**src/rtl/spi_pkg.sv**
```systemverilog
// spi_pkg: shared constants for the parametrised SPI master.
//   - FSM state encoding (IDLE, SEND, HOLD, DONE).
//   - SPI mode constants expressed as {CPOL, CPHA} pairs.
package spi_pkg;

  localparam logic [1:0] IDLE = 2'd0;
  localparam logic [1:0] SEND = 2'd1;
  localparam logic [1:0] HOLD = 2'd2;
  localparam logic [1:0] DONE = 2'd3;

  localparam logic [1:0] SPI_MODE0 = 2'b00;
  localparam logic [1:0] SPI_MODE1 = 2'b01;
  localparam logic [1:0] SPI_MODE2 = 2'b10;
  localparam logic [1:0] SPI_MODE3 = 2'b11;

endpackage

```
**src/rtl/spi_sclk_gen.sv**
```systemverilog
// spi_sclk_gen: SCLK generator for spi_master_param.
// A half-period divider produces one SCLK toggle ("edge") every CLK_DIV/2
// cycles while enabled; an edge counter tags each edge as leading (even) or
// trailing (odd) and flags the final edge of the word. Everything clears
// whenever en is low, so SCLK rests at CPOL outside a transfer.
// Ports:
//   clk, rst     system clock, synchronous active-high reset
//   en           high only while the master is shifting
//   sclk         registered serial clock
//   lead_pulse   one-cycle strobe: this cycle's clock edge is a leading edge
//   trail_pulse  one-cycle strobe: this cycle's clock edge is a trailing edge
//   last_edge    one-cycle strobe: this cycle's clock edge is edge 2*DATA_W-1
module spi_sclk_gen #(
  parameter int DATA_W  = 8,
  parameter int CLK_DIV = 4,
  parameter int CPOL    = 1
) (
  input  logic clk,
  input  logic rst,
  input  logic en,
  output logic sclk,
  output logic lead_pulse,
  output logic trail_pulse,
  output logic last_edge
);

  localparam int H      = CLK_DIV / 2;
  localparam int DIV_W  = (H > 1) ? $clog2(H) : 1;
  localparam int EDGE_W = (2 * DATA_W > 1) ? $clog2(2 * DATA_W) : 1;

  localparam logic [DIV_W-1:0]  DIV_LAST  = DIV_W'(H - 1);
  localparam logic [EDGE_W-1:0] EDGE_LAST = EDGE_W'(2 * DATA_W - 1);

  logic [DIV_W-1:0]  div_cnt;
  logic [EDGE_W-1:0] edge_cnt;
  logic              tick;

  // tick marks the cycle whose closing clk edge toggles SCLK
  assign tick        = en && (div_cnt == DIV_LAST);
  assign lead_pulse  = tick && !edge_cnt[0];
  assign trail_pulse = tick &&  edge_cnt[0];
  assign last_edge   = tick && (edge_cnt == EDGE_LAST);

  always_ff @(posedge clk) begin
    if (rst || !en) begin
      div_cnt  <= '0;
      edge_cnt <= '0;
      sclk     <= 1'(CPOL);
    end else if (tick) begin
      div_cnt  <= '0;
      sclk     <= ~sclk;
      edge_cnt <= (edge_cnt == EDGE_LAST) ? '0 : edge_cnt + 1'b1;
    end else begin
      div_cnt  <= div_cnt + 1'b1;
    end
  end

endmodule

```
**src/rtl/spi_master_param.sv**
```systemverilog
// spi_master_param: full-duplex SPI master with SPI_EN/SPI_FIN four-phase
// handshake. Word width, SCLK divider, SPI mode, bit order and CS hold time
// are parameters. MISO is captured in the same bit order as MOSI is sent.
// Ports:
//   CLK        system clock (posedge)
//   RST        synchronous active-high reset; abandons any transfer
//   SPI_EN     transfer request, held until SPI_FIN is seen
//   SPI_DATA   transmit word, sampled every cycle while idle
//   SPI_RDATA  received word, updated on completion, valid while SPI_FIN=1
//   SDI / SDO  MISO input / MOSI output (SDO idles high)
//   SCLK       registered serial clock, idles at CPOL
//   CS         active-low chip select (combinational)
//   SPI_FIN    transfer complete
//   BUSY       high whenever not idle
module spi_master_param
  import spi_pkg::*;
#(
  parameter int DATA_W    = 8,
  parameter int CLK_DIV   = 4,
  parameter int CPOL      = 1,
  parameter int CPHA      = 1,
  parameter int LSB_FIRST = 0,
  parameter int HOLD_CYC  = 4
) (
  input  logic              CLK,
  input  logic              RST,
  input  logic              SPI_EN,
  input  logic [DATA_W-1:0] SPI_DATA,
  output logic [DATA_W-1:0] SPI_RDATA,
  input  logic              SDI,
  output logic              SDO,
  output logic              SCLK,
  output logic              CS,
  output logic              SPI_FIN,
  output logic              BUSY
);

  if (CLK_DIV < 2 || (CLK_DIV % 2) != 0 || DATA_W < 1 || DATA_W > 32) begin : g_bad_params
    $fatal(1, "spi_master_param: CLK_DIV must be even and >= 2, DATA_W must be 1..32");
  end

  localparam int HOLD_W = (HOLD_CYC > 0) ? $clog2(HOLD_CYC + 1) : 1;
  localparam logic [HOLD_W-1:0] HOLD_LAST = HOLD_W'((HOLD_CYC > 0) ? HOLD_CYC - 1 : 0);

  logic [1:0]        state;
  logic [DATA_W-1:0] shift_reg;
  logic [DATA_W-1:0] rx_reg;
  logic [DATA_W-1:0] rx_next;
  logic [HOLD_W-1:0] hold_cnt;
  logic              lead_pulse;
  logic              trail_pulse;
  logic              last_edge;
  logic              shift_edge;
  logic              sample_edge;

  // Bit that goes on the wire next.
  function automatic logic tx_bit(input logic [DATA_W-1:0] v);
    return (LSB_FIRST != 0) ? v[0] : v[DATA_W-1];
  endfunction

  // Move the transmit word one position toward the output end.
  function automatic logic [DATA_W-1:0] tx_shift(input logic [DATA_W-1:0] v);
    return (LSB_FIRST != 0) ? (v >> 1) : (v << 1);
  endfunction

  // Insert a received bit so the final word has the same bit order as transmit.
  function automatic logic [DATA_W-1:0] rx_shift(input logic [DATA_W-1:0] v, input logic b);
    logic [DATA_W-1:0] t;
    if (LSB_FIRST != 0) begin
      t = v >> 1;
      t[DATA_W-1] = b;
    end else begin
      t = v << 1;
      t[0] = b;
    end
    return t;
  endfunction

  spi_sclk_gen #(
    .DATA_W (DATA_W),
    .CLK_DIV(CLK_DIV),
    .CPOL   (CPOL)
  ) u_sclk_gen (
    .clk        (CLK),
    .rst        (RST),
    .en         (state == SEND),
    .sclk       (SCLK),
    .lead_pulse (lead_pulse),
    .trail_pulse(trail_pulse),
    .last_edge  (last_edge)
  );

  // CPHA=0 presents bit 0 before the first edge, so it never shifts on the
  // closing trailing edge; CPHA=1 shifts on every leading edge instead.
  assign shift_edge  = (CPHA != 0) ? lead_pulse : (trail_pulse && !last_edge);
  assign sample_edge = (CPHA != 0) ? trail_pulse : lead_pulse;

  assign CS   = (state == IDLE) && !SPI_EN;
  assign BUSY = (state != IDLE);

  always_comb begin
    rx_next = sample_edge ? rx_shift(rx_reg, SDI) : rx_reg;
  end

  // Control: FSM, SDO, completion flag and received-word register.
  always_ff @(posedge CLK) begin
    if (RST) begin
      state     <= IDLE;
      SDO       <= 1'b1;
      SPI_RDATA <= '0;
      hold_cnt  <= '0;
      SPI_FIN   <= 1'b0;
    end else begin
      SPI_FIN <= (state == DONE);
      case (state)
        IDLE: begin
          SDO      <= 1'b1;
          hold_cnt <= '0;
          if (SPI_EN) begin
            state <= SEND;
            if (CPHA == 0) SDO <= tx_bit(SPI_DATA);
          end
        end
        SEND: begin
          if (shift_edge) SDO <= tx_bit(shift_reg);
          if (last_edge) begin
            if (HOLD_CYC == 0) begin
              state     <= DONE;
              SPI_RDATA <= rx_next;
            end else begin
              state <= HOLD;
            end
          end
        end
        HOLD: begin
          if (hold_cnt == HOLD_LAST) begin
            state     <= DONE;
            SPI_RDATA <= rx_reg;
            hold_cnt  <= '0;
          end else begin
            hold_cnt <= hold_cnt + 1'b1;
          end
        end
        DONE: begin
          if (!SPI_EN) state <= IDLE;
        end
        default: state <= IDLE;
      endcase
    end
  end

  // Data: transmit and receive shift registers. For CPHA=0 the first bit is
  // already on SDO when SEND starts, so the word is loaded pre-shifted.
  always_ff @(posedge CLK) begin
    case (state)
      IDLE: begin
        shift_reg <= (CPHA == 0 && SPI_EN) ? tx_shift(SPI_DATA) : SPI_DATA;
        rx_reg    <= '0;
      end
      SEND: begin
        if (shift_edge) shift_reg <= tx_shift(shift_reg);
        rx_reg <= rx_next;
      end
      default: ;
    endcase
  end

endmodule

```
**config.mk**
```make
export PLATFORM = sky130hd
export DESIGN_NAME = spi_master_param
export DESIGN_NICKNAME = d
export VERILOG_FILES = /design/src/rtl/spi_pkg.sv /design/src/rtl/spi_sclk_gen.sv /design/src/rtl/spi_master_param.sv
export SDC_FILE = /design/constraint.sdc
export NUM_CORES = 1
export LEC_CHECK = 0
export CORE_MARGIN = 1
export CORE_UTILIZATION = 30
export CTS_BUF_LIST = sky130_fd_sc_hd__clkbuf_8
export DETAILED_ROUTE_END_ITERATION = 12
export PLACE_DENSITY = 0.63
export SYNTH_ARGS = -nofsm -noshare
export SYNTH_HDL_FRONTEND = slang
export SYNTH_HIERARCHICAL = 1
export SYNTH_SLANG_ARGS = --single-unit
```
**constraint.sdc**
```tcl
create_clock -name CLK -period 1.9 [get_ports CLK]
set_input_delay 0.57 -clock CLK [delete_from_list [all_inputs] [get_ports CLK]]
set_output_delay 0.57 -clock CLK [all_outputs]
set_load 0.05 [all_outputs]
```
==> impl_results.md, run 1 <==
* Layout cell share with drive strength beyond 1 at 0.288
* Worst EP required at 1.33 ns
* Initial drt markers at 25
* CTS sink cnt at 37
* H-Tree Depth at 2
* Slowest CP cell: dfxtp_1
* Vias in the first global route at 1,171
* Vias per cell at roughly 4.5
* Hold Fails Final Rpt at 0
* CTS Buf Count at 5
* GRT met1 Usage at 0.140
* Unique masters post-synth at 33
* Hold/Removal Path Class: reg -> reg
* # fillers at 500
* Routed wire per std cell at 12.7 um
* Setup crit start: state[1]$_SDFFE_PP0P_
* Worst vdd ir at 639 uV
* CTS root buf: clkbuf_8
* Slew @ Worst Pin at 0.320 ns
* Hold buffer count at CTS at 0
* Fmax at between 0.5 and 0.6 GHz
* Worst-path maximum fanout at 4
* Post-route DRC at 0
* Syn Area/Cell at 12.1 um2
* Sequential share of the synthesized area at 0.553
* Antenna violations before repair at 0
* Syn_nets at ~150
* Worst path max stage delay at 0.40 ns
* Met3 Use GR at 0.0450
* Core Rows at 26
* Fin crit period at 1.82 ns
* Initial Utilization at 0.315
* Skew final at 0.00567 ns
* Max Root-Sink Buffers at 2
* DPL Wire Length at around 2.3 mm
* Top Ports at 25
* Routed via count at ~1,100
* GR Overflow Total at 0
* Mapped Cells at 134
* Aggregate global-route resource usage at 0.128
* Nets at approximately 190
* IO buf count at 24
* Max cap viols at 0
* Largest net degree at the start of global routing at 14
* P&R area growth vs syn at 29.1%
* Register bit total from synthesis at 37
* Fin area at 0.00210 mm2
* Pwr Density at approximately 1300 mW/mm2
* First-pass GRT wire length at 5.22 mm
* Antenna Nets Post-Route at 0
* GPL Wtd Cong at 0.747
* First-pass iteration count of the detailed router at 4
* Cells along the critical path: inv_2 > ha_4 > inv_1 > buf_12
* Count of pins over their slew limit at 0
* DP Worst Slack at -0.0543 ns
* Endpoint class of the critical path: primary output
* CP bufs+invs at 3
* Status: completed
* Critical Path AT at roughly 1.3 ns
* Ant. Diodes at 0
* Worst hold slack at 0.493 ns
* Final setup fails at 0
* Post-Syn Area at 0.00163 mm2
* Yosys Warn Count at 6
* CP Class: reg -> out
* R2r endpoint: state[1]$_SDFFE_PP0P_
* Chip height at 75.7 um
* Reg2reg start: state[1]$_SDFFE_PP0P_
* Die W at 75.7 um
* Total Wirelength at 3.06 mm
* Max_slew headroom at 0.787
* Fin crit share at 0.958
* Reg2reg path depth at 7
* Routing usage on met2 at 0.226
* Placement Cell Area at 0.00198 mm2
* Reg2reg setup slack at ~0.18 ns
* LEAKAGE at 0.868 nW
* Hold path depth at 2
* Worst-Skew Late Latency at between 0.2 and 0.3 ns
* Unrepaired setup endpoints after global routing: false
* Setup ws final at 0.0793 ns
* End of the critical path: BUSY
* GR peak layer: met2
* TritonCTS clock tree: built
* Cell depth of the worst setup path at 4
* CTS clk-pin slew, worst paths at 0.07 ns
* Core ar. at 0.00517 mm2
* Most frequent cells in the layout: 20 x dfxtp_1, 20 x buf_4, 16 x edfxtp_1
* Largest delay share family, worst path: flip-flops
* Die area at 0.00572 mm2
* CP Launch Type: flip-flop
## layout make-up
type | instances | area (um2) | share of cell area
sequential | 37 | 902 | 0.429
multi-input combinational | 88 | 716 | 0.340
timing repair buffer | 33 | 299 | 0.142
tap | 70 | 87.6 | 0.0417
clock buffer | 5 | 68.8 | 0.0327
inverter | 4 | 15.0 | 0.00714
clock inverter | 3 | 13.8 | 0.00655
## what timing repair did
action                                  CTS  global route
gates resized for setup                   3             6
endpoints found under the setup margin    2            19
buffers inserted                          1             0
## tightest hold or removal path, delay by kind of cell, from the launching register on
kind             cells  cell delay [ns]
AO/OA/AOI/OAI        1             0.07
flip-flops           1             0.34
AND/OR/NAND/NOR      1             0.06
## how the worst min path moves through the flow
stage | from | end | slack [ns]
6_report | SDO$_SDFFE_PP1P_ | SDO$_SDFFE_PP1P_ | 0.49
5_1_grt | hold_cnt[0]$_SDFFE_PP0P_ | hold_cnt[0]$_SDFFE_PP0P_ | 0.51
4_1_cts | SDO$_SDFFE_PP1P_ | SDO$_SDFFE_PP1P_ | 0.49
3_5_place_dp | SDO$_SDFFE_PP1P_ | SDO$_SDFFE_PP1P_ | 0.47
3_3_place_gp | hold_cnt[0]$_SDFFE_PP0P_ | hold_cnt[0]$_SDFFE_PP0P_ | 0.45
2_1_floorplan | hold_cnt[0]$_SDFFE_PP0P_ | hold_cnt[0]$_SDFFE_PP0P_ | 0.44
## per-layer routing
metal  vias to the layer above  wire [um]
met5                         -          0
met1                       514       1290
met2                        23       1640
met4                         0         16
met3                         2        108
li1                        532          -
## power breakdown
part	leakage, nW	switching, mW	internal, mW
clock network	0.0491	0.267	0.249
logic	0.486	0.519	0.465
registers	0.333	0.0946	1.13
## logic make-up (layout without fill, tap and decap cells)
family                   count (synthesis)  in the layout  synth area share
AND/OR/NAND/NOR                         51             51             0.185
multiplexers                            19             19             0.123
buffers and inverters                    9             45            0.0269
flip-flops                              37             37             0.553
XOR/XNOR                                 2              2            0.0108
adder cells (fa/ha/maj)                  7              7            0.0538
AO/OA/AOI/OAI                            9              9            0.0469
## stage by stage
stage                     utilization  total power, mW  setup TNS [ns]  std cells
final                           0.406             2.73               0        240
after global placement          0.383             2.10        -0.00267        231
after floorplan                     -             1.82               0        134
after global routing            0.406             2.91               0        240
after CTS                       0.402             2.71               0        240
after detailed placement        0.383             2.18         -0.0627        231
## synth_stat cells
cell	number	share of area
a2111oi_4	1	0.017
a21oi_1	3	0.0092
a31oi_1	1	0.0038
a32oi_1	1	0.0054
and2_1	9	0.035
and2b_4	1	0.0061
and3_2	1	0.0046
and3b_2	1	0.0061
buf_2	2	0.0061
buf_6	1	0.0069
clkbuf_1	2	0.0046
dfxtp_1	21	0.26
edfxtp_1	16	0.30
ha_1	7	0.054
inv_1	4	0.0092
mux2_2	8	0.055
mux2i_1	11	0.068
nand2_1	4	0.0092
nand2b_1	7	0.027
nand2b_4	1	0.0085
nand3_1	3	0.0092
nand3b_1	3	0.014
nand4_2	1	0.0077
nor2_1	14	0.032
nor2b_1	3	0.012
nor3b_1	1	0.0046
o21ai_0	1	0.0031
o21bai_1	1	0.0046
o22ai_1	1	0.0038
or2b_1	1	0.0046
or3b_1	1	0.0054
xnor2_1	1	0.0054
xor2_1	1	0.0054
Power figures use the tool's default switching activity.
==> run 2, diff against run 1 <==
Settings changed: GPL_ROUTABILITY_DRIVEN set to 0, RECOVER_POWER set to 100.
==> run 2 against run 1 <==
- worst hold slack got worse by 0.0086 ns
- final cell count did not move
- non-clock buffer count did not move
- global-route usage did not move
- flip-flop and latch count did not move
- critical path type unchanged
- count of clock-buffer cells in the layout did not move
- power fell by 0.98%
==> impl_results.md, run 2 (same netlist as run 1, synthesis figures left out) <==
* Hold Fails Final Rpt at 0 (unchanged)
* First-pass GRT wire length at 5.22 mm (unchanged)
* R2r endpoint: SDO$_SDFFE_PP1P_ (was state[1]$_SDFFE_PP0P_)
* Worst-Skew Late Latency at 0.28 ns (about the same)
* Layout cell share with drive strength beyond 1 at 0.200 (was 0.288)
* Sequential cell area at 902 um2 (unchanged)
* Endpoint class of the critical path: primary output (unchanged)
* Initial Utilization at 0.315 (unchanged)
* Multi-input logic area at 708 um2 (was 716 um2)
* Pwr Density at 1320 mW/mm2 (was 1300 mW/mm2)
* Die W at 75.7 um (unchanged)
* Chip height at 75.7 um (unchanged)
* Skew final at 0.00586 ns (was 0.00567 ns)
* Vias in the first global route at 1,171 (unchanged)
* CP Class: reg -> out (unchanged)
* Post-route DRC at 0 (unchanged)
* Ant. Diodes at 0 (unchanged)
* Status: completed (unchanged)
* Reg2reg start: state[1]$_SDFFE_PP0P_ (unchanged)
* Setup TNS at 0 ns (unchanged)
* Core Rows at 26 (unchanged)
* CTS clk-pin slew, worst paths at 0.07 ns (about the same)
* Max Root-Sink Buffers at 2 (unchanged)
* Worst-path maximum fanout at 4 (unchanged)
* CTS Buf Count at 5 (unchanged)
* P&R area growth vs syn at 25.7% (was 29.1%)
* GR Overflow Total at 0 (unchanged)
* Antenna Nets Post-Route at 0 (unchanged)
* CTS sink cnt at 37 (unchanged)
* Fin crit share at 0.955 (was 0.958)
* Reg2reg setup slack at 0.18 ns (about the same)
* Hold/Removal Path Class: reg -> reg (unchanged)
* CP Launch Type: flip-flop (unchanged)
* Worst EP required at 1.33 ns (about the same)
* Routed wire per std cell at 12.8 um (was 12.7 um)
* Count of pins over their slew limit at 0 (unchanged)
* CTS root buf: clkbuf_8 (unchanged)
* Worst vdd ir at 633 uV (was 639 uV)
* Unrepaired setup endpoints after global routing: false (unchanged)
* # fillers at 516 (was 500)
* Hold path depth at 2 (unchanged)
* Hold wc startpoint: SDO$_SDFFE_PP1P_ (unchanged)
* Routed via count at 1,069 (was 1,071)
* Power Total at 2.70 mW (was 2.73 mW)
* LEAKAGE at 0.810 nW (was 0.868 nW)
* Most frequent cells in the layout: 20 x dfxtp_1, 16 x edfxtp_1, 14 x nor2_1 (was 20 x dfxtp_1, 20 x buf_4, 16 x edfxtp_1)
* Core ar. at 0.00517 mm2 (unchanged)
* Antenna violations before repair at 0 (unchanged)
* IO buf count at 24 (unchanged)
* Max_slew headroom at 0.576 (was 0.787)
* Die area at 0.00572 mm2 (unchanged)
* Vias per cell at 4.45 (was 4.46)
* TritonCTS clock tree: built (unchanged)
* H-Tree Depth at 2 (unchanged)
* Total Wirelength at 3.08 mm (was 3.06 mm)
* Slew @ Worst Pin at 0.636 ns (was 0.320 ns)
* Fmax at 0.551 GHz (was 0.549 GHz)
* First-pass iteration count of the detailed router at 4 (unchanged)
* Initial drt markers at 24 (was 25)
* Nets at 188 (unchanged)
* Hold worst-path end: SDO$_SDFFE_PP1P_ (unchanged)
* Post-layout util at 0.396 (was 0.406)
* DPL Wire Length at 2.30 mm (unchanged)
* Top Ports at 25 (unchanged)
* Fin crit period at 1.81 ns (was 1.82 ns)
* Max cap viols at 0 (unchanged)
* Critical Path AT at 1.24 ns (was 1.25 ns)
* Reg2reg path depth at 6 (was 7)
* Largest net degree at the start of global routing at 14 (unchanged)
* Final setup fails at 0 (unchanged)
* Aggregate global-route resource usage at 0.128 (unchanged)
* Most common cell after layout, fill and taps aside: dfxtp_1
==> run 2: area by class of cell <==
class,count,share of cell area
Clock buffer,5,0.0336
Clock inverter,3,0.00672
Inverter,4,0.00733
Multi-Input combinational cell,88,0.346
Sequential cell,37,0.441
Tap cell,70,0.0428
Timing Repair Buffer,33,0.123
==> run 2: timing repair <==
action                                  4_1_cts  5_1_grt
hold buffers                                  0        0
gates resized for setup                       3        6
endpoints found under the setup margin        2       19
setup buffers                                 1        0
==> run 2: critical path, stage by stage (launching register included) <==
cell and delay (ns):
dfxtp_1 0.40, inv_2 0.10, ha_4 0.18, nor2b_4 0.13
buf_12 0.14
==> run 2: worst max-delay path by stage <==
| stage | startpoint | to | slack, ns | cells past startpoint |
|---|---|---|---|---|
| after floorplan | state[1]$_SDFFE_PP0P_ | rx_reg[0]$_SDFFCE_PN0P_ | 0.04 | 5 |
| after global placement | SPI_EN | CS | -0.003 | 3 |
| after detailed placement | SPI_EN | CS | -0.05 | 3 |
| after CTS | state[1]$_SDFFE_PP0P_ | state[1]$_SDFFE_PP0P_ | 0.002 | 7 |
| after global routing | state[1]$_SDFFE_PP0P_ | CS | 0.003 | 4 |
| final | state[1]$_SDFFE_PP0P_ | CS | 0.09 | 4 |
==> run 2: power by group <==
part	switching, mW	internal, mW	leakage (nW)
sequential	0.0936	1.13	0.333
clock	0.267	0.249	0.0491
combinational	0.517	0.441	0.428
==> run 2: stage by stage <==
| step | std cells | instance area (um2) | hold slack, ns | worst slack [ns] |
|---|---|---|---|---|
| 2_1_floorplan | 134 | 1630 | 0.444 | 0.0435 |
| 3_3_place_gp | 231 | 1980 | 0.450 | -0.00267 |
| 3_5_place_dp | 231 | 1980 | 0.474 | -0.0543 |
| 4_1_cts | 240 | 2080 | 0.491 | 0.00175 |
| 5_1_grt | 240 | 2050 | 0.510 | 0.00278 |
| 6_report | 240 | 2050 | 0.484 | 0.0856 |
==> run 2: routing by layer <==
metal  vias up  global-route usage  wire [um]
met5         -                   0          0
li1        533                   -          -
met4         0              0.0514         16
met3         2              0.0450        104
met1       512               0.140       1320
met2        22               0.226       1640
